## src/rtl/divider.sv

```systemverilog
// -----------------------------------------------------------------------------
// divider -- sequential restoring divider with mixed-signedness operands.
//
// Computes a truncating quotient (rounded toward zero) and a remainder that
// carries the dividend's sign. A start pulse latches the operands. The core
// then performs BW_DVDND shift-subtract steps on unsigned magnitudes. A final
// correction cycle applies the result signs and evaluates the flags. Latency
// from the start edge to the result update is BW_DVDND+1 cycles.
//
// Parameters
//   BW_DVDND : dividend / quotient width (>= 2)
//   BW_DVSR  : divisor / remainder width (>= 2, <= BW_DVDND)
//   BW_CNT   : step counter width, ceil(log2(BW_DVDND+2))
//
// Ports
//   clk             in   clock, rising edge
//   rstx            in   asynchronous active-low reset
//   clear           in   synchronous abort, zeroes all state (beats start)
//   start           in   one-cycle request, samples operands and signedness
//   dvdnd_is_signed in   dividend is two's complement
//   dvsr_is_signed  in   divisor is two's complement
//   dvdnd           in   dividend [BW_DVDND]
//   dvsr            in   divisor  [BW_DVSR]
//   quot            out  registered quotient [BW_DVDND]
//   rem             out  registered remainder [BW_DVSR]
//   busy            out  operation in progress (cnt != 0)
//   done            out  one-cycle pulse after quot/rem are updated
//   div_by_zero     out  divisor was zero for the last result
//   ovf             out  quotient of the last result not representable
// -----------------------------------------------------------------------------
module divider #(
   parameter int BW_DVDND = 8,
   parameter int BW_DVSR  = 4,
   parameter int BW_CNT   = 4
) (
   input  logic                clk,
   input  logic                rstx,
   input  logic                clear,
   input  logic                start,
   input  logic                dvdnd_is_signed,
   input  logic                dvsr_is_signed,
   input  logic [BW_DVDND-1:0] dvdnd,
   input  logic [BW_DVSR-1:0]  dvsr,
   output logic [BW_DVDND-1:0] quot,
   output logic [BW_DVSR-1:0]  rem,
   output logic                busy,
   output logic                done,
   output logic                div_by_zero,
   output logic                ovf
);

   localparam logic [BW_CNT-1:0]   CNT_LOAD  = BW_CNT'(BW_DVDND + 1);
   localparam logic [BW_CNT-1:0]   CNT_ONE   = BW_CNT'(1);
   // Magnitude of the most negative quotient, 100..0.
   localparam logic [BW_DVDND-1:0] Q_MIN_MAG = {1'b1, {(BW_DVDND-1){1'b0}}};

   // Working registers
   logic [BW_CNT-1:0]   cnt_q,    cnt_d;
   logic [BW_DVDND-1:0] qw_q,     qw_d;      // dividend bits shifting out, quotient bits in
   logic [BW_DVSR-1:0]  rw_q,     rw_d;      // partial remainder
   logic [BW_DVSR-1:0]  dv_q,     dv_d;      // divisor magnitude
   logic                neg_q_q,  neg_q_d;   // quotient must be negated
   logic                neg_r_q,  neg_r_d;   // remainder must be negated
   logic                sgn_q,    sgn_d;     // result is signed
   logic                dz_q,     dz_d;      // divisor was zero
   logic                ovw_q,    ovw_d;     // overflow flag (working copy)

   // Result registers
   logic [BW_DVDND-1:0] quot_q,   quot_d;
   logic [BW_DVSR-1:0]  rem_q,    rem_d;
   logic                dbz_q,    dbz_d;
   logic                ovf_q,    ovf_d;
   logic                done_q,   done_d;

   // Step and correction datapath
   logic [BW_DVSR:0]    pr;
   logic [BW_DVSR:0]    diff;
   logic                ge;
   logic [BW_DVDND-1:0] q_signed;
   logic [BW_DVSR-1:0]  r_signed;
   logic [BW_DVDND-1:0] quot_c;
   logic [BW_DVSR-1:0]  rem_c;
   logic                ovf_c;

   function automatic logic [BW_DVDND-1:0] mag_dvdnd(input logic [BW_DVDND-1:0] v,
                                                      input logic s);
      // Magnitude of the most negative value wraps to 100..0, which is the
      // correct unsigned magnitude in BW_DVDND bits.
      if (s && v[BW_DVDND-1]) return ~v + BW_DVDND'(1);
      else                    return v;
   endfunction

   function automatic logic [BW_DVSR-1:0] mag_dvsr(input logic [BW_DVSR-1:0] v,
                                                    input logic s);
      if (s && v[BW_DVSR-1]) return ~v + BW_DVSR'(1);
      else                   return v;
   endfunction

   always_comb begin
      // One restoring step: bring in the next dividend bit, subtract if it fits.
      // When it does not fit, pr < divisor, so it fits in BW_DVSR bits.
      pr   = {rw_q, qw_q[BW_DVDND-1]};
      diff = pr - {1'b0, dv_q};
      ge   = (pr >= {1'b0, dv_q});

      q_signed = neg_q_q ? (~qw_q + BW_DVDND'(1)) : qw_q;
      r_signed = neg_r_q ? (~rw_q + BW_DVSR'(1))  : rw_q;

      // A positive signed quotient overflows at 2^(BW_DVDND-1) and above.
      // A negative one overflows only beyond that magnitude.
      ovf_c = sgn_q & ~dz_q &
              (neg_q_q ? (qw_q > Q_MIN_MAG) : qw_q[BW_DVDND-1]);
      quot_c = dz_q ? {BW_DVDND{1'b1}} : q_signed;
      rem_c  = dz_q ? {BW_DVSR{1'b0}}  : r_signed;
   end

   always_comb begin
      cnt_d   = cnt_q;
      qw_d    = qw_q;
      rw_d    = rw_q;
      dv_d    = dv_q;
      neg_q_d = neg_q_q;
      neg_r_d = neg_r_q;
      sgn_d   = sgn_q;
      dz_d    = dz_q;
      ovw_d   = ovw_q;
      quot_d  = quot_q;
      rem_d   = rem_q;
      dbz_d   = dbz_q;
      ovf_d   = ovf_q;
      done_d  = 1'b0;

      if (clear) begin
         cnt_d   = '0;
         qw_d    = '0;
         rw_d    = '0;
         dv_d    = '0;
         neg_q_d = 1'b0;
         neg_r_d = 1'b0;
         sgn_d   = 1'b0;
         dz_d    = 1'b0;
         ovw_d   = 1'b0;
         quot_d  = '0;
         rem_d   = '0;
         dbz_d   = 1'b0;
         ovf_d   = 1'b0;
      end else if (start) begin
         // A start while busy simply overwrites the working state, so the
         // aborted operation never reaches its correction cycle.
         cnt_d   = CNT_LOAD;
         qw_d    = mag_dvdnd(dvdnd, dvdnd_is_signed);
         rw_d    = '0;
         dv_d    = mag_dvsr(dvsr, dvsr_is_signed);
         neg_r_d = dvdnd_is_signed & dvdnd[BW_DVDND-1];
         neg_q_d = (dvdnd_is_signed & dvdnd[BW_DVDND-1]) ^
                   (dvsr_is_signed & dvsr[BW_DVSR-1]);
         sgn_d   = dvdnd_is_signed | dvsr_is_signed;
         dz_d    = (dvsr == '0);
         ovw_d   = 1'b0;
      end else if (cnt_q > CNT_ONE) begin
         qw_d  = {qw_q[BW_DVDND-2:0], ge};
         rw_d  = ge ? diff[BW_DVSR-1:0] : pr[BW_DVSR-1:0];
         cnt_d = cnt_q - CNT_ONE;
      end else if (cnt_q == CNT_ONE) begin
         // Correction cycle: signs applied, flags evaluated, results published.
         qw_d   = quot_c;
         rw_d   = rem_c;
         ovw_d  = ovf_c;
         cnt_d  = '0;
         quot_d = quot_c;
         rem_d  = rem_c;
         dbz_d  = dz_q;
         ovf_d  = ovf_c;
         done_d = 1'b1;
      end
   end

   always_ff @(posedge clk or negedge rstx) begin
      if (!rstx) begin
         cnt_q   <= '0;
         qw_q    <= '0;
         rw_q    <= '0;
         dv_q    <= '0;
         neg_q_q <= 1'b0;
         neg_r_q <= 1'b0;
         sgn_q   <= 1'b0;
         dz_q    <= 1'b0;
         ovw_q   <= 1'b0;
         quot_q  <= '0;
         rem_q   <= '0;
         dbz_q   <= 1'b0;
         ovf_q   <= 1'b0;
         done_q  <= 1'b0;
      end else begin
         cnt_q   <= cnt_d;
         qw_q    <= qw_d;
         rw_q    <= rw_d;
         dv_q    <= dv_d;
         neg_q_q <= neg_q_d;
         neg_r_q <= neg_r_d;
         sgn_q   <= sgn_d;
         dz_q    <= dz_d;
         ovw_q   <= ovw_d;
         quot_q  <= quot_d;
         rem_q   <= rem_d;
         dbz_q   <= dbz_d;
         ovf_q   <= ovf_d;
         done_q  <= done_d;
      end
   end

   assign quot        = quot_q;
   assign rem         = rem_q;
   assign busy        = (cnt_q != '0);
   assign done        = done_q;
   assign div_by_zero = dbz_q;
   assign ovf         = ovf_q;

endmodule

```

## config.mk

```make
export PLATFORM = sky130hd
export DESIGN_NAME = divider
export DESIGN_NICKNAME = d
export VERILOG_FILES = /design/src/rtl/divider.sv
export SDC_FILE = /design/constraint.sdc
export NUM_CORES = 1
export LEC_CHECK = 0
export CORE_MARGIN = 5
export CORE_UTILIZATION = 45
export DETAILED_ROUTE_END_ITERATION = 16
export PLACE_DENSITY_LB_ADDON = 0.25
export SYNTH_ARGS = -nofsm -noshare
export SYNTH_HDL_FRONTEND = slang
export SYNTH_SLANG_ARGS = --single-unit
```

## constraint.sdc

```tcl
create_clock -name clk -period 4.3 [get_ports clk]
set_input_delay 1.075 -clock clk [delete_from_list [all_inputs] [get_ports clk]]
set_output_delay 1.075 -clock clk [all_outputs]
set_load 0.02 [all_outputs]
```

==> impl_results.md <==
* Run status: finished clean
* Maximum buffer depth of the clock tree at 2
* RSZ-0062 raised after global routing: no
* Die Span Y at 83.7 µm
* IO Port Bufs at 33
* Root buf cell: clkbuf_8
* Core area at 5200 µm²
* Area Overhead vs Synth at 18.9%
* Critical path peak fanout at 20
* H-tree levels at 2
* Ys flop type: dfrtp_1
* DIE AREA at 7010 µm²
* Final Hold Viols at 0
* Worst path required time at 4480 ps
* Die width at 83.7 µm
* Grt total ovfl at 0
* Number of global-route vias before repair at 1984
* Slew headroom at 30.2%
* Tcrit/Tclk final at 68.0%
* Critical Path Max Stage Delay at 790 ps
* CTS Buf Count at 5
* HPWL Detailed at 4440 µm
* Post-cts hold buffer count at 0
* FFs w/ async S/R, synth at 100%
* Arr. time, crit path at 3100 ps
* Max Fclk at 0.342 GHz
* Avg Inst Size Synth at 8.80 µm²
* Min Tclk post-route at 2920 ps
* Synth warn at 0
* Hold Crit Start: quot[4]
* Seq/Total Area, Yosys at 39.9%
* Cell variety after synth at 52
* Max Slew Vio Count at 0
* Max-Cap Viols at 0
* Final ANT Viol Nets at 0
* Hold Path Depth at 2
* TNS Setup at 0 ps
* Detailed Route WL at 5900 µm
* Placed insts at 371
* Largest net degree at the start of global routing at 40
* I/O pin count at 34
* Non-filler cells, final at 379
* WL per Instance at 15.6 µm
* Reg-to-reg startpoint: cnt_q[1]
* Worst path cell trace: clkdlybuf4s50_1 > inv_1 > nand2_1 > nor2_1 > a21oi_1 > o2111a_1
* VDD IR max at 0.156 mV
* Pre-antenna DRT Iters at 4
* FILL cells at 495
* R2R cell count at 5
* Synth Register Bits at 39
* CP startpoint kind: input pin
* PostCTS Resize Cnt at 0
* First-pass GRT wire length at 10000 µm
* Initial antenna violation count at 0
* GP Congestion at 0.888
* Largest cells by area after synthesis: dfrtp_1, ha_1, nand2_1
* Clk slew on worst S/H paths at 70 ps
* Number of flops mapped to enable cells by yosys at 0
* Post-CTS setup buffer count at 0
* 1st-iter DRT viols at 180
* Clock sink total at 39
* Synth top area share at 39.9%
* Post-Syn Nets at 307
* Cell taking the most area after synthesis: dfrtp_1
* Share of post-route cells with drive strength above 1 at 4.85%
* Detailed-route via count at 2132
* CP max stage cell: clkdlybuf4s50_1
* Leak at 1.27 nW
* Post-synthesis cell count at 278
* Final #Nets at 337
* Worst slew pin tran at 1030 ps
* Worst setup path category: input pin to flop
* PwrDens at 321 nW/µm²
* Setup Skew at 2.33 ps
* CP endpoint kind: flop
* Core Rows at 26
* Ant diodes at 0
* Total track usage at 17.6%
* # setup viols final at 0
* Initial Util at 47.0%
* Synth Cell Area at 2450 µm²
* Critical Path Source: clear
* Post-DR vias/cell at 5.63
* Residual DRC at 0
* CTS tree: done
* Clk_lat worst skew at 290 ps
* Worst hold-check path type: flop to flop
report_power, final:
part           leakage (nW)  switching, mW  internal (mW)
sequential            0.526         0.0381          0.391
clock                0.0422          0.124          0.114
combinational         0.699          0.152          0.115
total                  1.27          0.315          0.620
metrics by stage:
stage | total power, mW | utilization, % | instance area (µm²) | hold slack (ps) | worst slack (ps)
floorplan | 0.610 | - | 2450 | 473 | 2250
global placement | 0.697 | 54.4 | 2830 | 451 | 1180
detailed placement | 0.700 | 54.4 | 2830 | 456 | 1130
CTS | 0.940 | 55.9 | 2910 | 472 | 1420
global route | 0.996 | 55.9 | 2910 | 499 | 1230
finish | 0.934 | 55.9 | 2910 | 464 | 1380
state kept, by name, summed over array words and instances (netlist names), 4 cells and up:
name,count
rem,4
dv_q,4
qw_q,8
quot,8
rw_q,4
cnt_q,4
cell families after synthesis:
group	count (synthesis)	share of synthesized area [%]
muxes	9	3.68
and+or+nand+nor	92	17.8
AOI/OAI and AO/OA	78	22.1
DFF	39	39.9
adders and majority gates	11	5.93
buffers and inverters	34	5.27
xor gates and xnor gates	15	5.37
worst max-delay path, delay by kind of cell:
family	cells	cell delay [ps]
and+or+nand+nor	2	690
AOI/OAI and AO/OA	2	340
buffers and inverters	2	1000
cells in the mapped netlist (4+ instances only):
library cell,n
a22o_1,4
xor2_1,6
o21ai_0,9
nor2_1,25
nand2b_1,5
clkbuf_1,11
a211oi_1,4
nor3_1,6
dfrtp_1,39
xnor2_1,9
inv_1,21
nand2_1,32
a21oi_1,17
o21ai_1,12
o211ai_1,4
nand3_1,8
mux2i_1,9
ha_1,10
o31ai_1,4
layout make-up:
| class | count | area, µm² | share of cell area [%] |
|---|---|---|---|
| tap | 70 | 87.6 | 3.01 |
| clock inverter | 1 | 5.00 | 0.172 |
| clock buffer | 7 | 76.3 | 2.62 |
| sequential | 39 | 976 | 33.5 |
| multi-input combinational | 205 | 1340 | 46.1 |
| inverter | 22 | 82.6 | 2.84 |
| timing repair buffer | 35 | 340 | 11.7 |
final timing paths:
| check | end | slack (ps) |
|---|---|---|
| setup reg to reg | qw_q[0] | 2040 |
| min in group asynchronous | neg_q_q | 900 |
| hold / removal | quot[4] | 460 |
| max in group asynchronous | dv_q[2] | 2840 |
| hold reg to reg | quot[4] | 460 |
| setup / recovery | qw_q[4] | 1380 |
per-layer routing:
layer | routed length, µm | part of all wire (%) | track usage, % | vias to the layer above
met5 | 0 | 0 | 0 | -
met4 | 88 | 1.5 | 5.56 | 0
met3 | 387 | 6.6 | 3.16 | 10
met2 | 2730 | 46 | 27.8 | 71
met1 | 2700 | 46 | 24.6 | 1005
li1 | - | - | - | 1046
cell usage in the layout (no fill, tap or decap), types with 2 or more instances in the layout:
cell type and n:
a22o_1 4, clkbuf_1 2, o21ai_1 12, nand3_1 8, nor3_1 6, a2111oi_0 2, ha_1 10, clkbuf_8 5
o211ai_1 4, clkdlybuf4s50_1 32, nor2b_1 2, nand2b_1 5, a22oi_1 2, buf_4 2, a21oi_1 17, a21o_1 2
nand3b_1 2, nor4_1 3, a31oi_1 2, o31ai_1 4, mux2i_1 9, o21ai_0 9, a221oi_1 2, nor2_1 25
xor2_1 6, xnor2_1 9, dfrtp_1 39, inv_1 21, a311oi_1 2, nand2_1 32, a211oi_1 4
Note: power is estimated with default switching activity, not from simulation.
